==> config.mk <==
export PLATFORM = sky130hd
export DESIGN_NAME = load_store_unit
export DESIGN_NICKNAME = d
export VERILOG_FILES = /design/src/rtl/lsu_pkg.sv /design/src/rtl/lsu_lane_align.sv /design/src/rtl/load_store_unit.sv
export SDC_FILE = /design/constraint.sdc
export NUM_CORES = 1
export LEC_CHECK = 0
export CAP_MARGIN = 30
export CELL_PAD_IN_SITES_DETAIL_PLACEMENT = 1
export CELL_PAD_IN_SITES_GLOBAL_PLACEMENT = 1
export CORE_MARGIN = 2
export CORE_UTILIZATION = 31
export DETAILED_ROUTE_END_ITERATION = 8
export PLACE_DENSITY = 0.77
export SLEW_MARGIN = 5
export SYNTH_ARGS = -nofsm -noshare
export SYNTH_HDL_FRONTEND = slang
export SYNTH_SLANG_ARGS = --single-unit
export TNS_END_PERCENT = 50
==> constraint.sdc <==
create_clock -name Clock -period 3.75 [get_ports Clock]
set_input_delay 0.375 -clock Clock [delete_from_list [all_inputs] [get_ports Clock]]
set_output_delay 0.375 -clock Clock [all_outputs]
set_load 0.05 [all_outputs]
==> src/rtl/lsu_pkg.sv <==
// Shared types and byte-lane helpers for the load/store unit.
// Lanes are big-endian: byte offset 0 is the most significant byte of the word.
package lsu_pkg;

  typedef enum logic [2:0] {
    LSU_LB  = 3'd0,
    LSU_LBU = 3'd1,
    LSU_LH  = 3'd2,
    LSU_LHU = 3'd3,
    LSU_LW  = 3'd4,
    LSU_SB  = 3'd5,
    LSU_SH  = 3'd6,
    LSU_SW  = 3'd7
  } lsu_op_t;

  typedef enum logic [2:0] {
    ST_IDLE,
    ST_RD,
    ST_RD_WAIT,
    ST_RMW_RD,
    ST_RMW_MERGE,
    ST_WR,
    ST_DONE
  } lsu_state_t;

  localparam logic [31:0] BYTE_MASK = 32'h0000_00FF;
  localparam logic [31:0] HALF_MASK = 32'h0000_FFFF;

  // Right-shift that brings byte lane `off` down to bits [7:0].
  function automatic logic [4:0] byteShift(input logic [1:0] off);
    return {~off, 3'b000};
  endfunction

  function automatic logic [4:0] halfShift(input logic off1);
    return {~off1, 4'b0000};
  endfunction

endpackage

==> src/rtl/lsu_lane_align.sv <==
// Combinational lane steering: extracts and extends load data, and merges
// byte/halfword store data into a previously read word.
module lsu_lane_align
  import lsu_pkg::*;
(
  input  lsu_op_t     i_op,
  input  logic [1:0]  i_byteOff,
  input  logic [31:0] i_word,
  input  logic [31:0] i_wdata,
  output logic [31:0] o_loadData,
  output logic [31:0] o_storeWord
);

  logic [4:0]  w_bShift;
  logic [4:0]  w_hShift;
  logic [31:0] w_byteWord;
  logic [31:0] w_halfWord;
  logic [7:0]  w_byte;
  logic [15:0] w_half;

  assign w_bShift   = byteShift(i_byteOff);
  assign w_hShift   = halfShift(i_byteOff[1]);
  assign w_byteWord = i_word >> w_bShift;
  assign w_halfWord = i_word >> w_hShift;
  assign w_byte     = w_byteWord[7:0];
  assign w_half     = w_halfWord[15:0];

  always_comb begin
    o_loadData = i_word;
    case (i_op)
      LSU_LB:  o_loadData = {{24{w_byte[7]}}, w_byte};
      LSU_LBU: o_loadData = {24'h000000, w_byte};
      LSU_LH:  o_loadData = {{16{w_half[15]}}, w_half};
      LSU_LHU: o_loadData = {16'h0000, w_half};
      default: o_loadData = i_word;
    endcase
  end

  // Sub-word stores keep every lane of the old word except the target one.
  always_comb begin
    o_storeWord = i_wdata;
    case (i_op)
      LSU_SB:  o_storeWord = (i_word & ~(BYTE_MASK << w_bShift)) |
                             ((i_wdata & BYTE_MASK) << w_bShift);
      LSU_SH:  o_storeWord = (i_word & ~(HALF_MASK << w_hShift)) |
                             ((i_wdata & HALF_MASK) << w_hShift);
      default: o_storeWord = i_wdata;
    endcase
  end

endmodule

==> src/rtl/load_store_unit.sv <==
// Memory-access stage: turns one byte-addressed load/store at a time into
// word-level read, write or read-modify-write cycles on data_memory.
module load_store_unit
  import lsu_pkg::*;
#(
  parameter int MEM_WORDS = 32
) (
  input  logic        Clock,
  input  logic        Reset,
  input  logic        req_valid,
  output logic        req_ready,
  input  logic [2:0]  req_op,
  input  logic [31:0] req_addr,
  input  logic [31:0] req_wdata,
  output logic        done,
  output logic [31:0] rdata,
  output logic        err_misaligned,
  output logic        err_range,
  output logic [31:0] mem_address,
  output logic [31:0] mem_write_data,
  output logic        MemWrite,
  output logic        MemRead,
  input  logic [31:0] mem_read_data
);

  lsu_state_t  r_state;
  lsu_state_t  w_nextState;
  lsu_op_t     r_op;
  lsu_op_t     w_reqOp;
  logic [1:0]  r_byteOff;
  logic [31:0] r_wdata;
  logic [31:0] r_memAddr;
  logic [31:0] r_memWdata;
  logic [31:0] r_rdata;
  logic        r_errMis;
  logic        r_errRange;
  logic        w_accept;
  logic        w_misaligned;
  logic        w_outOfRange;
  logic [31:0] w_loadData;
  logic [31:0] w_storeWord;

  assign w_reqOp  = lsu_op_t'(req_op);
  assign w_accept = req_valid && (r_state == ST_IDLE);

  assign w_misaligned =
      (((w_reqOp == LSU_LH) || (w_reqOp == LSU_LHU) || (w_reqOp == LSU_SH)) && req_addr[0]) ||
      (((w_reqOp == LSU_LW) || (w_reqOp == LSU_SW)) && (req_addr[1:0] != 2'b00));
  assign w_outOfRange = {2'b00, req_addr[31:2]} >= 32'(MEM_WORDS);

  lsu_lane_align u_laneAlign (
    .i_op        (r_op),
    .i_byteOff   (r_byteOff),
    .i_word      (mem_read_data),
    .i_wdata     (r_wdata),
    .o_loadData  (w_loadData),
    .o_storeWord (w_storeWord)
  );

  always_ff @(posedge Clock) begin
    if (Reset) r_state <= ST_IDLE;
    else       r_state <= w_nextState;
  end

  // Erroring requests skip straight to DONE so they never touch memory.
  always_comb begin
    w_nextState = r_state;
    case (r_state)
      ST_IDLE: begin
        if (w_accept) begin
          if (w_misaligned || w_outOfRange)                  w_nextState = ST_DONE;
          else if (w_reqOp == LSU_SW)                        w_nextState = ST_WR;
          else if ((w_reqOp == LSU_SB) || (w_reqOp == LSU_SH)) w_nextState = ST_RMW_RD;
          else                                               w_nextState = ST_RD;
        end
      end
      ST_RD:        w_nextState = ST_RD_WAIT;
      ST_RD_WAIT:   w_nextState = ST_DONE;
      ST_RMW_RD:    w_nextState = ST_RMW_MERGE;
      ST_RMW_MERGE: w_nextState = ST_WR;
      ST_WR:        w_nextState = ST_DONE;
      ST_DONE:      w_nextState = ST_IDLE;
      default:      w_nextState = ST_IDLE;
    endcase
  end

  // r_memWdata doubles as the merged-word register for sub-word stores.
  always_ff @(posedge Clock) begin
    if (Reset) begin
      r_op       <= LSU_LB;
      r_byteOff  <= 2'b00;
      r_wdata    <= 32'h0;
      r_memAddr  <= 32'h0;
      r_memWdata <= 32'h0;
      r_rdata    <= 32'h0;
      r_errMis   <= 1'b0;
      r_errRange <= 1'b0;
    end else begin
      if (w_accept) begin
        r_op       <= w_reqOp;
        r_byteOff  <= req_addr[1:0];
        r_wdata    <= req_wdata;
        r_memAddr  <= {2'b00, req_addr[31:2]};
        r_errMis   <= w_misaligned;
        r_errRange <= w_outOfRange;
        if (w_reqOp == LSU_SW) r_memWdata <= req_wdata;
      end
      if (r_state == ST_RD_WAIT)   r_rdata    <= w_loadData;
      if (r_state == ST_RMW_MERGE) r_memWdata <= w_storeWord;
    end
  end

  assign req_ready      = (r_state == ST_IDLE);
  assign done           = (r_state == ST_DONE);
  assign err_misaligned = done && r_errMis;
  assign err_range      = done && r_errRange;
  assign MemRead        = (r_state == ST_RD) || (r_state == ST_RMW_RD);
  assign MemWrite       = (r_state == ST_WR);
  assign mem_address    = r_memAddr;
  assign mem_write_data = r_memWdata;
  assign rdata          = r_rdata;

endmodule

* After elaboration in Yosys (flattened, before gate mapping) *
Index checks and enable logic that the tools add are counted.
Widths: inputs -> output; s select.

storage, ports and cells
  memory bits (read-only) = 0
  input port bits = 102
  flip-flop bits (word level) = 136
  memories kept = 0
  output and inout bits = 102
  word-level logic and storage cells = 71
  bits in latches = 0
  memory bits (writable) = 0

cells by class
  $add $sub $neg = 0
  magnitude comparators = 1
  div/mod/pow operators = 0
  muxes and demuxes = 10
  bitwise logic cells = 8
  shift-type cells = 6
  reductions and logical operators = 19
  equal/unequal tests = 18
  multiply operators = 0

operators by type and width
  operator               count
  $pmux 32 s4            1
  $mux 32                3
  $and 32x32->32         2
  $not 32->32            2
  $or 32x32->32          2
  $pmux 32 s2            1
  $shl 16x5->32          1
  $shl 16x5->32 const A  1
  $shl 8x5->32           1
  $shl 8x5->32 const A   1
  $shr 32x5->16          1
  $shr 32x5->8           1
  $ge 30x6->1 const B    1
  $eq 3x3->1 const B     9
  $eq 3x2->1 const B     6
  $pmux 3 s5             1
  $mux 3                 3
  $logic_or 1x1->1       7
  $eq 3x1->1 const B     2
  $logic_not 3->1        2
  $reduce_bool 2->1      3
  $logic_and 1x1->1      5
  $mux 2                 1
  $ne 2x1->1 const B     1
  4 further kinds        4

* Longest topological paths before layout *
Gate-level depths: netlist of run 1.

  word-level depth = 9
  depth in mapped cells = 7
  depth with buffers taken out = 4

* Cells and area by module *
From an unflattened synthesis of run 1, not the netlist that was laid out.

second synthesis, totals
  cells, all modules = 882
  area total of the unflattened synthesis = 7044.3 um^2

modules (own cells, without submodules)
  module           sequential area each (um^2)  area each (um^2)  cells an instance  instances
  load_store_unit  2722.6                       5360.1            631                1
  lsu_lane_align   0.0                          1684.1            251                1

* Worst setup path after synthesis of run 1 *
OpenSTA, ideal clock, no wires.

  kind = flip-flop to flip-flop
  start = reg r_state[2]
  end = reg r_memAddr[0], in the netlist mem_address[0]
  data arrival time = 2.435 ns
  required time = 3.618 ns
  path buffers = 3
  stages on the path, launching flop included = 8
  library setup time = 0.132 ns
  setup slack = 1.182 ns
  clock period less this slack = 2.568 ns
  path through = dfxtp_1 > clkbuf_1 > nor3_1 > nand2_1 > buf_2 > buf_2 > nand2_1 > a21oi_1

between the ends
  longest elaborated chain between the ends = 2

ends and longest elaborated chain
  what                    line                    RTL
  start, declared         load_store_unit.sv:26   lsu_state_t r_state;
  start signal, assigned  load_store_unit.sv:62   else r_state <= w_nextState;
  $logic_not 3->1         -
  named net req_ready     load_store_unit.sv:11   output logic req_ready,
  $logic_and 1x1->1       load_store_unit.sv:44   assign w_accept = req_valid && (r_state == ST_IDLE);
  end signal, assigned    load_store_unit.sv:103  r_memAddr <= {2'b00, req_addr[31:2]};
  end, declared           load_store_unit.sv:32   logic [31:0] r_memAddr;

The timed path passes the listed nets, and every way through them passes these cells.
A chain may end at the register's enable or synchronous reset.

* Final worst setup path of run 1 *
  start = reg r_state[2]
  end = out err_misaligned

between the ends
  longest elaborated chain between the ends = 2

ends and longest elaborated chain
  what               line                    RTL
  $eq 3x3->1         load_store_unit.sv:114  assign done = (r_state == ST_DONE);
  $logic_and 1x1->1  load_store_unit.sv:115  assign err_misaligned = done && r_errMis;
  end, declared      load_store_unit.sv:17   output logic err_misaligned,

Every way passes these cells.

==> results_dict.tcl, run 1 <==
set metrics [dict create \
    synth_ff_type "dfxtp_1" \
    period_needed_ps 2650 \
    skew_ps 11.2 \
    ys_seq_elements 136 \
    die_h_um 149 \
    via_per_inst 5.44 \
    crit_buf_inv 1 \
    start_util_pct 31.3 \
    arrival_ps 2280 \
    final_layout_size_suffix_gt1_share_pct 9.19 \
    holdPathStages 2 \
    relSlewSlack_pct 36.6 \
    status "finished clean" \
    core-area_sq_mm 0.0209 \
    synthesis.area_sq_mm 0.00654 \
    place.gp.congestion 0.831 \
    first_iter_violations 361 \
    critPathLaunch "r_state[2]$_SDFFE_PP0P_" \
    root_buffer "clkbuf_16" \
    avgSynthCellArea_sq_um 8.18 \
    tightest_slew_ps 949 \
    hold_violations 0 \
    ys_warn_count 0 \
    synthCells 800 \
    grt_use_total_pct 22.1 \
    r2r-start "r_state[2]$_SDFFE_PP0P_" \
    drc 0 \
    seq_area_sq_mm 0.00272 \
    cts_hold_buffers 0 \
    tns_ps 0 \
    maxCapViolCount 0 \
    rows 53 \
    num-fill-cells 2436 \
    htree_levels 4 \
    setup_violations 0 \
    ir_drop_mv 0.341 \
    grt_pass1_vias 6736 \
    synth_top_area_cell "dfxtp_1" \
    start_kind "flip-flop" \
    synth_cell_types 48 \
    clock.fmax_mhz 377 \
    dpl.hpwl_um 17600 \
    worstPathMaxFanout 14 \
    cp.required_ps 3380 \
    synthTopCellsByArea "dfxtp_1 42%, nand2_1 9.5%, a21oi_1 7.1%, a211oi_1 4.7%, a221oi_1 3.6%" \
    path_cells "and3b_1 > and2_1 > clkdlybuf4s50_1" \
    wl_per_cell_um 19.8 \
    cts_setup_buffers 0 \
    drt-total-wl_um 24600 \
    synth-edff-count 0 \
    cp-end-kind "output pin" \
    cts_buffers 17 \
    reg2regPathDepth 5 \
    multi_input_area_sq_mm 0.00349 \
    p_leak_nw 3.17 \
    endpoint "err_misaligned" \
    clock_latency_ps 420 \
    min_path_type "flip-flop to flip-flop" \
    overflow 0 \
    fin_nets 1057 \
    ant_nets 0 \
    grt_pass1_wl_um 38500 \
    async_reset_ff_share_pct 0 \
    grt_max_degree 85 \
    path_delay_family "buffers and inverters" \
    cp_slowest_cell "clkdlybuf4s50_1" \
    clkSinkCount 136 \
    io_pins 204 \
    reg2reg_to "mem_write_data[29]$_SDFFE_PP0P_" \
    p_per_area_mw_per_mm2 507 \
    rsz0062_at_grt "no" \
    worstSetupPathDepth 3 \
    critical_path_class "flip-flop to output pin" \
    cts_resized 0 \
    fin_util_pct 44.2 \
    cts_buffer_depth 2 \
    synthTopCellsByCount "166 x nand2_1, 136 x dfxtp_1, 93 x a21oi_1" \
    yosysMostFrequentCell "nand2_1" \
    io_buffers 201 \
    antenna_found_initial 1 \
    drtPass1Iterations 5 \
    synth_top_area_share_pct 41.6 \
    vias 6768 \
    r2r_slack_ps 1360 \
    tritoncts "built" \
    die-area_sq_mm 0.0223 \
    max_stage_delay_ps 810 \
    die_w_um 149 \
    path_clk_slew_ps 60 \
    antennaDiodeCount 0 \
    ys_seq_area_share_pct 41.6 \
    syn_to_final_growth_pct 41.2 \
    slew_violations 0 \
    fin_crit_sh_pct 70.7 \
]
## worst min-delay path, stage by stage, from the launching register on
cell     delay [ps]
dfxtp_1         310
nand2_1          50
a21oi_1          50
## where the power goes
part | switching, mW | internal (mW)
Clock | 0.711 | 0.860
Sequential | 0.118 | 1.59
Combinational | 0.876 | 0.524
Total | 1.70 | 2.97
## area by class of cell
cell class              instances  area share [%]
repair buffers                214            23.0
clock inverters                14            1.23
multi-input cells             584            37.8
well taps                     275            3.73
clock buffers                  18            4.65
flip-flops and latches        136            29.5
inverters                       2          0.0813
## sequential cells by signal, summed over array words and instances, names as in the netlist
| register | flops |
|---|---|
| mem_address | 30 |
| r_op | 3 |
| r_errRange | 1 |
| mem_write_data | 32 |
| rdata | 32 |
| r_wdata | 32 |
| r_state | 3 |
| r_byteOff | 2 |
| r_errMis | 1 |
## cells by family (layout without fill, tap and decap cells)
| kind of cell | count (synthesis) | after routing | share of synthesized area [%] |
|---|---|---|---|
| xor+xnor | 2 | 2 | 0.268 |
| flops | 136 | 136 | 41.6 |
| simple gates | 309 | 309 | 21.7 |
| other cells | 1 | 2 | 0.0573 |
| compound gates | 235 | 235 | 25.2 |
| buf+inv | 81 | 248 | 5.34 |
| mux | 36 | 36 | 5.83 |
## metrics by stage
step	cell area [sq um]	instances	hold slack, ps	setup WS [ps]	total power, mW
floorplan	6550	801	436	1180	2.61
global placement	8680	1210	441	1040	3.11
detailed placement	8680	1210	449	977	3.13
CTS	9220	1242	455	1060	4.72
global route	9240	1243	475	970	4.89
finish	9240	1243	453	1100	4.68
## worst min path at each step
stage / slack [ps] / end / from
after floorplan: 440 / r_wdata[16]$_SDFFE_PP0P_ / r_wdata[16]$_SDFFE_PP0P_
after global placement: 440 / mem_address[1]$_SDFFE_PP0P_ / mem_address[1]$_SDFFE_PP0P_
after detailed placement: 450 / mem_address[24]$_SDFFE_PP0P_ / mem_address[24]$_SDFFE_PP0P_
after CTS: 460 / mem_address[3]$_SDFFE_PP0P_ / mem_address[3]$_SDFFE_PP0P_
after global routing: 470 / mem_address[27]$_SDFFE_PP0P_ / mem_address[27]$_SDFFE_PP0P_
final: 450 / mem_address[3]$_SDFFE_PP0P_ / mem_address[3]$_SDFFE_PP0P_
## per-layer routing
layer / wire [um] / share of wire, % / vias to the layer above / GRT usage (%)
li1: - / - / 3219 / -
met1: 10800 / 44 / 3295 / 28.4
met2: 11500 / 47 / 236 / 35.9
met3: 2000 / 8.1 / 18 / 7.28
met4: 331 / 1.3 / 0 / 5.29
met5: 0 / 0 / - / 0
## layout by cell type, fill, tap and decap left out, drive strengths merged, types with 3 or more instances in the layout
| master | netlist | final |
|---|---|---|
| a31o | 9 | 9 |
| nor3 | 39 | 39 |
| a221oi | 32 | 32 |
| a22o | 9 | 9 |
| and2 | 4 | 4 |
| mux2 | 17 | 17 |
| mux2i | 19 | 19 |
| a221o | 15 | 15 |
| or3b | 8 | 8 |
| inv | 2 | 9 |
| nor4 | 20 | 20 |
| a22oi | 8 | 8 |
| dfxtp | 136 | 136 |
| and3 | 8 | 8 |
| buf | 33 | 14 |
| o21ai | 13 | 13 |
| clkdlybuf4s50 | 0 | 200 |
| clkbuf | 46 | 18 |
| nor2b | 8 | 8 |
| a21oi | 93 | 93 |
| clkinvlp | 0 | 4 |
| a211oi | 41 | 41 |
| clkinv | 0 | 3 |
| nand2 | 166 | 166 |
| o21bai | 6 | 6 |
| nor2 | 42 | 42 |
| a32o | 3 | 3 |
(Power assumes the default switching activity.)
==> run 2: changes to the inputs <==
- PLACE_DENSITY: 0.77 -> 0.8
- clock period: 3.75 -> 2.2 ns (I/O delays scaled with it)
==> results_dict.tcl, run 2 (same netlist as run 1, synthesis figures left out) <==
set metrics [dict create \
    p_seq_share_pct 35.1 \
    start_kind "flip-flop" \
    core-area_sq_mm 0.0209 \
    p_leak_nw 3.34 \
    grt_use_total_pct 22.6 \
    path_delay_family "compound AO/OA/AOI/OAI gates" \
    status "finished clean" \
    htree_levels 4 \
    top_usage_layer "met2" \
    clkSinkCount 136 \
    ir_drop_mv 0.490 \
    p_comb_share_pct 30.0 \
    grt_pass1_wl_um 39200 \
    vias 6934 \
    relSlewSlack_pct 59.6 \
    drc 0 \
    maxCapViolCount 0 \
    io_buffers 201 \
    cts_buffer_depth 2 \
    tritoncts "built" \
    first_iter_violations 438 \
    final_cell_mix "194 x clkdlybuf4s50_1, 165 x nand2_1, 136 x dfxtp_1, 93 x a21oi_1, 42 x nor2_1" \
    die_h_um 149 \
    pwr-share-clk_pct 34.9 \
    max_stage_delay_ps 490 \
    root_buffer "clkbuf_16" \
    p_per_area_mw_per_mm2 867 \
    clock.fmax_mhz 501 \
    hold_violations 0 \
    crit_buf_inv 1 \
    fin_crit_sh_pct 90.7 \
    grt_pass1_vias 6997 \
    die-area_sq_mm 0.0223 \
    cp.required_ps 2510 \
    min_path_type "input port to flip-flop" \
    final_common_cell "clkdlybuf4s50_1" \
    drtPass1Iterations 5 \
    grt_max_degree 59 \
    cts_buffers 17 \
    clock_latency_ps 420 \
    drt-total-wl_um 25000 \
    rows 53 \
    period_needed_ps 2000 \
    gr-usage-met2_pct 36.3 \
    antenna_found_initial 1 \
    critical_path_class "flip-flop to flip-flop" \
    tns_ps 0 \
    cp_slowest_cell "dfxtp_1" \
    timing.hold.ws_ps 211 \
    worstPathMaxFanout 28 \
    ant_nets 0 \
    skew_ps 9.09 \
    cts_setup_buffers 0 \
    cts_resized 0 \
    slew_violations 0 \
    dpl.hpwl_um 17900 \
    place.gp.congestion 0.856 \
    rsz0062_at_grt "no" \
    internal-power_mw 5.36 \
    final_layout_size_suffix_gt1_share_pct 12.0 \
    p_switching_mw 2.89 \
    cp-end-kind "flip-flop" \
    tightest_slew_ps 604 \
    setup_violations 0 \
    via_per_inst 5.47 \
    swShare_pct 35.0 \
    die_w_um 149 \
    groute.layer.met3.usage_pct 6.33 \
    path_cells "buf_4 > nor2b_1 > a32o_1 > mux2i_1 > a211oi_1" \
    met1_usage_pct 28.8 \
    fin_nets 1080 \
    io_pins 204 \
    syn_to_final_growth_pct 45.5 \
    overflow 0 \
    path_clk_slew_ps 60 \
    cts_hold_buffers 0 \
    wl_per_cell_um 19.7 \
    arrival_ps 2310 \
    start_util_pct 31.3 \
]
==> run 2: cell types whose count changed in the layout (fill, tap and decap cells not counted) <==
cell / previous run / this run
nor3_1: 39 / 38
nor3_2: 0 / 1
inv_6: 7 / 2
buf_12: 1 / 7
clkinv_4: 2 / 4
buf_4: 12 / 36
diode_2: 0 / 1
clkbuf_8: 0 / 1
clkdlybuf4s50_1: 200 / 194
bufinv_16: 0 / 2
buf_8: 1 / 0
==> run 2: through the flow <==
stage | cells | worst slack [ps] | power [mW] | utilization (%) | cell area [sq um]
2_1_floorplan | 801 | 126 | 4.45 | - | 6550
3_3_place_gp | 1234 | 197 | 5.36 | 42.7 | 8920
3_5_place_dp | 1234 | 149 | 5.40 | 42.7 | 8920
4_1_cts | 1266 | 212 | 8.30 | 45.5 | 9510
5_1_grt | 1266 | 34.7 | 8.61 | 45.5 | 9510
6_report | 1267 | 205 | 8.25 | 45.6 | 9520
==> run 2: layer usage <==
layer / part of all wire [%] / wire length (um)
met1: 44 / 10900
met4: 2.6 / 638
met3: 7.8 / 1950
met5: 0.052 / 13
met2: 46 / 11500
==> run 2: final timing paths <==
| check | startpoint | to | cells after the start | slack, ps |
|---|---|---|---|---|
| setup / recovery | r_op[1]$_SDFFE_PP0P_ | mem_write_data[7]$_SDFFE_PP0P_ | 5 | 200 |
| hold / removal | Reset | r_wdata[8]$_SDFFE_PP0P_ | 2 | 210 |
| setup reg to reg | r_op[1]$_SDFFE_PP0P_ | mem_write_data[7]$_SDFFE_PP0P_ | 5 | 200 |
| hold reg to reg | mem_address[13]$_SDFFE_PP0P_ | mem_address[13]$_SDFFE_PP0P_ | 2 | 450 |
==> run 2: layout make-up <==
type,count,area (sq um)
fillers,2467,11400
multi-input cells,584,3500
flip-flops and latches,136,2720
well taps,275,344
clock buffers,19,443
clock inverters,13,148
diodes,1,2.50
inverters,2,7.51
repair buffers,237,2350
==> run 2: worst register-to-register path, stage by stage (launching register included) <==
cell	delay, ps
dfxtp_1	490
buf_4	340
nor2b_1	130
a32o_1	430
mux2i_1	210
a211oi_1	310
==> run 2: power by group through the flow <==
| stage | clock (mW) | combinational, mW | sequential [mW] |
|---|---|---|---|
| floorplan | 0 | 0.926 | 3.52 |
| global placement | 0 | 2.43 | 2.93 |
| detailed placement | 0 | 2.46 | 2.95 |
| CTS | 2.92 | 2.48 | 2.90 |
| global route | 3.04 | 2.64 | 2.92 |
| finish | 2.88 | 2.48 | 2.90 |
==> run 3: changes to the inputs <==
- CELL_PAD_IN_SITES_DETAIL_PLACEMENT: 1 -> unset
- CELL_PAD_IN_SITES_GLOBAL_PLACEMENT: 1 -> unset
- PLACE_DENSITY: 0.8 -> 0.61
==> results_dict.tcl, run 3 (same netlist as run 1, synthesis figures left out) <==
set metrics [dict create \
    status "finished clean" \
    seq_area_sq_mm 0.00272 \
    maxCapViolCount 0 \
    num-fill-cells 2092 \
    tritoncts "built" \
    cts_buffers 17 \
    place.gp.congestion 0.835 \
    period_needed_ps 1990 \
    setup_violations 0 \
    reg2regPathDepth 5 \
    skew_ps 14.9 \
    relSlewSlack_pct 61.0 \
    final_layout_size_suffix_gt1_share_pct 12.0 \
    rows 53 \
    core-area_sq_mm 0.0209 \
    min_from "Reset" \
    clock_latency_ps 430 \
    critical_path_class "flip-flop to flip-flop" \
    r2r_slack_ps 210 \
    start_kind "flip-flop" \
    rsz0062_at_grt "no" \
    grt_pass1_wl_um 36400 \
    dpl.hpwl_um 17200 \
    multi_input_area_sq_mm 0.00350 \
    finalInstanceArea_sq_mm 0.00945 \
    fin_util_pct 45.3 \
    final_common_cell "clkdlybuf4s50_1" \
    pwr-share-clk_pct 34.8 \
    p_leak_nw 3.31 \
    ir_drop_mv 0.581 \
    ant_nets 0 \
    min_path_type "input port to flip-flop" \
    holdPathStages 2 \
    worst_slack_ps 210 \
    drt-total-wl_um 23400 \
    cts_resized 0 \
    timing.hold.ws_ps 288 \
    first_iter_violations 466 \
    arrival_ps 2260 \
    root_buffer "clkbuf_16" \
    antennaDiodeCount 0 \
    die_w_um 149 \
    cp.required_ps 2470 \
    htree_levels 4 \
    drc 0 \
    cts_setup_buffers 0 \
    grt_max_degree 68 \
    tightest_slew_ps 585 \
    slew_violations 0 \
    die-area_sq_mm 0.0223 \
    start_util_pct 31.3 \
    dp_slack_ps 159 \
    worstPathMaxFanout 23 \
    overflow 0 \
    clkSinkCount 136 \
    clock.fmax_mhz 502 \
    drtPass1Iterations 5 \
    p_switching_mw 2.84 \
    reg2reg_to "rdata[10]$_SDFFE_PP0N_" \
    p_per_area_mw_per_mm2 863 \
    hold_violations 0 \
    r2r-start "r_byteOff[1]$_SDFFE_PP0P_" \
    min_to "r_wdata[8]$_SDFFE_PP0P_" \
    placed_area_sq_mm 0.00887 \
    final_cell_mix "194 x clkdlybuf4s50_1, 165 x nand2_1, 136 x dfxtp_1, 93 x a21oi_1, 42 x nor2_1" \
    grt_use_total_pct 21.1 \
    io_pins 204 \
    stdcell_count 1266 \
    placed_cells 1234 \
    die_h_um 149 \
    p_comb_share_pct 29.8 \
    fin_nets 1080 \
    io_buffers 201 \
    grt_pass1_vias 6349 \
    via_per_inst 5.33 \
    syn_to_final_growth_pct 44.5 \
    tns_ps 0 \
    cts_hold_buffers 0 \
    cts_buffer_depth 2 \
    internal-power_mw 5.32 \
    wl_per_cell_um 18.5 \
    vias 6745 \
    fin_crit_sh_pct 90.5 \
    cp-end-kind "flip-flop" \
    p_seq_share_pct 35.4 \
    swShare_pct 34.8 \
    power_mw 8.15 \
    antenna_found_initial 1 \
    path_clk_slew_ps 60 \
]
run 3: critical path, cell delays in order, from the launching register on:
cell,delay [ps]
dfxtp_1,510
buf_4,310
mux2i_1,300
mux2i_1,120
a21oi_1,460
a211oi_1,140
run 3: how the worst max path moves through the flow:
| stage | from | end | slack [ps] | depth (start not counted) |
|---|---|---|---|---|
| 6_report | r_byteOff[1]$_SDFFE_PP0P_ | rdata[10]$_SDFFE_PP0N_ | 210 | 5 |
| 5_1_grt | r_op[1]$_SDFFE_PP0P_ | mem_write_data[24]$_SDFFE_PP0P_ | 4 | 5 |
| 2_1_floorplan | r_state[2]$_SDFFE_PP0P_ | mem_address[0]$_SDFFE_PP0P_ | 130 | 7 |
| 3_5_place_dp | req_valid | mem_write_data[1]$_SDFFE_PP0P_ | 160 | 6 |
| 4_1_cts | r_byteOff[1]$_SDFFE_PP0P_ | rdata[14]$_SDFFE_PP0N_ | 220 | 5 |
| 3_3_place_gp | req_valid | mem_write_data[4]$_SDFFE_PP0P_ | 210 | 6 |
run 3: layout make-up:
type / instances / share of cell area [%]
Clock inverter: 14 / 1.60
Tap cell: 275 / 3.64
Clock buffer: 18 / 4.54
Sequential cell: 136 / 28.8
Inverter: 2 / 0.0794
Multi-Input combinational cell: 584 / 37.0
Timing Repair Buffer: 237 / 24.4
run 3: layer usage:
metal	track usage (%)	share of wire, %	vias up
li1	-	-	3270
met5	0	0.056	-
met3	7.13	9.3	35
met4	6.10	2.1	2
met1	27.7	44	3147
met2	33.0	45	291
run 3: power groups by stage:
stage	clock network (mW)	registers [mW]	logic, mW
final	2.84	2.89	2.43
after global routing	3.01	2.92	2.59
after CTS	2.89	2.89	2.43
after detailed placement	0	2.94	2.42
after global placement	0	2.94	2.42
after floorplan	0	3.52	0.926
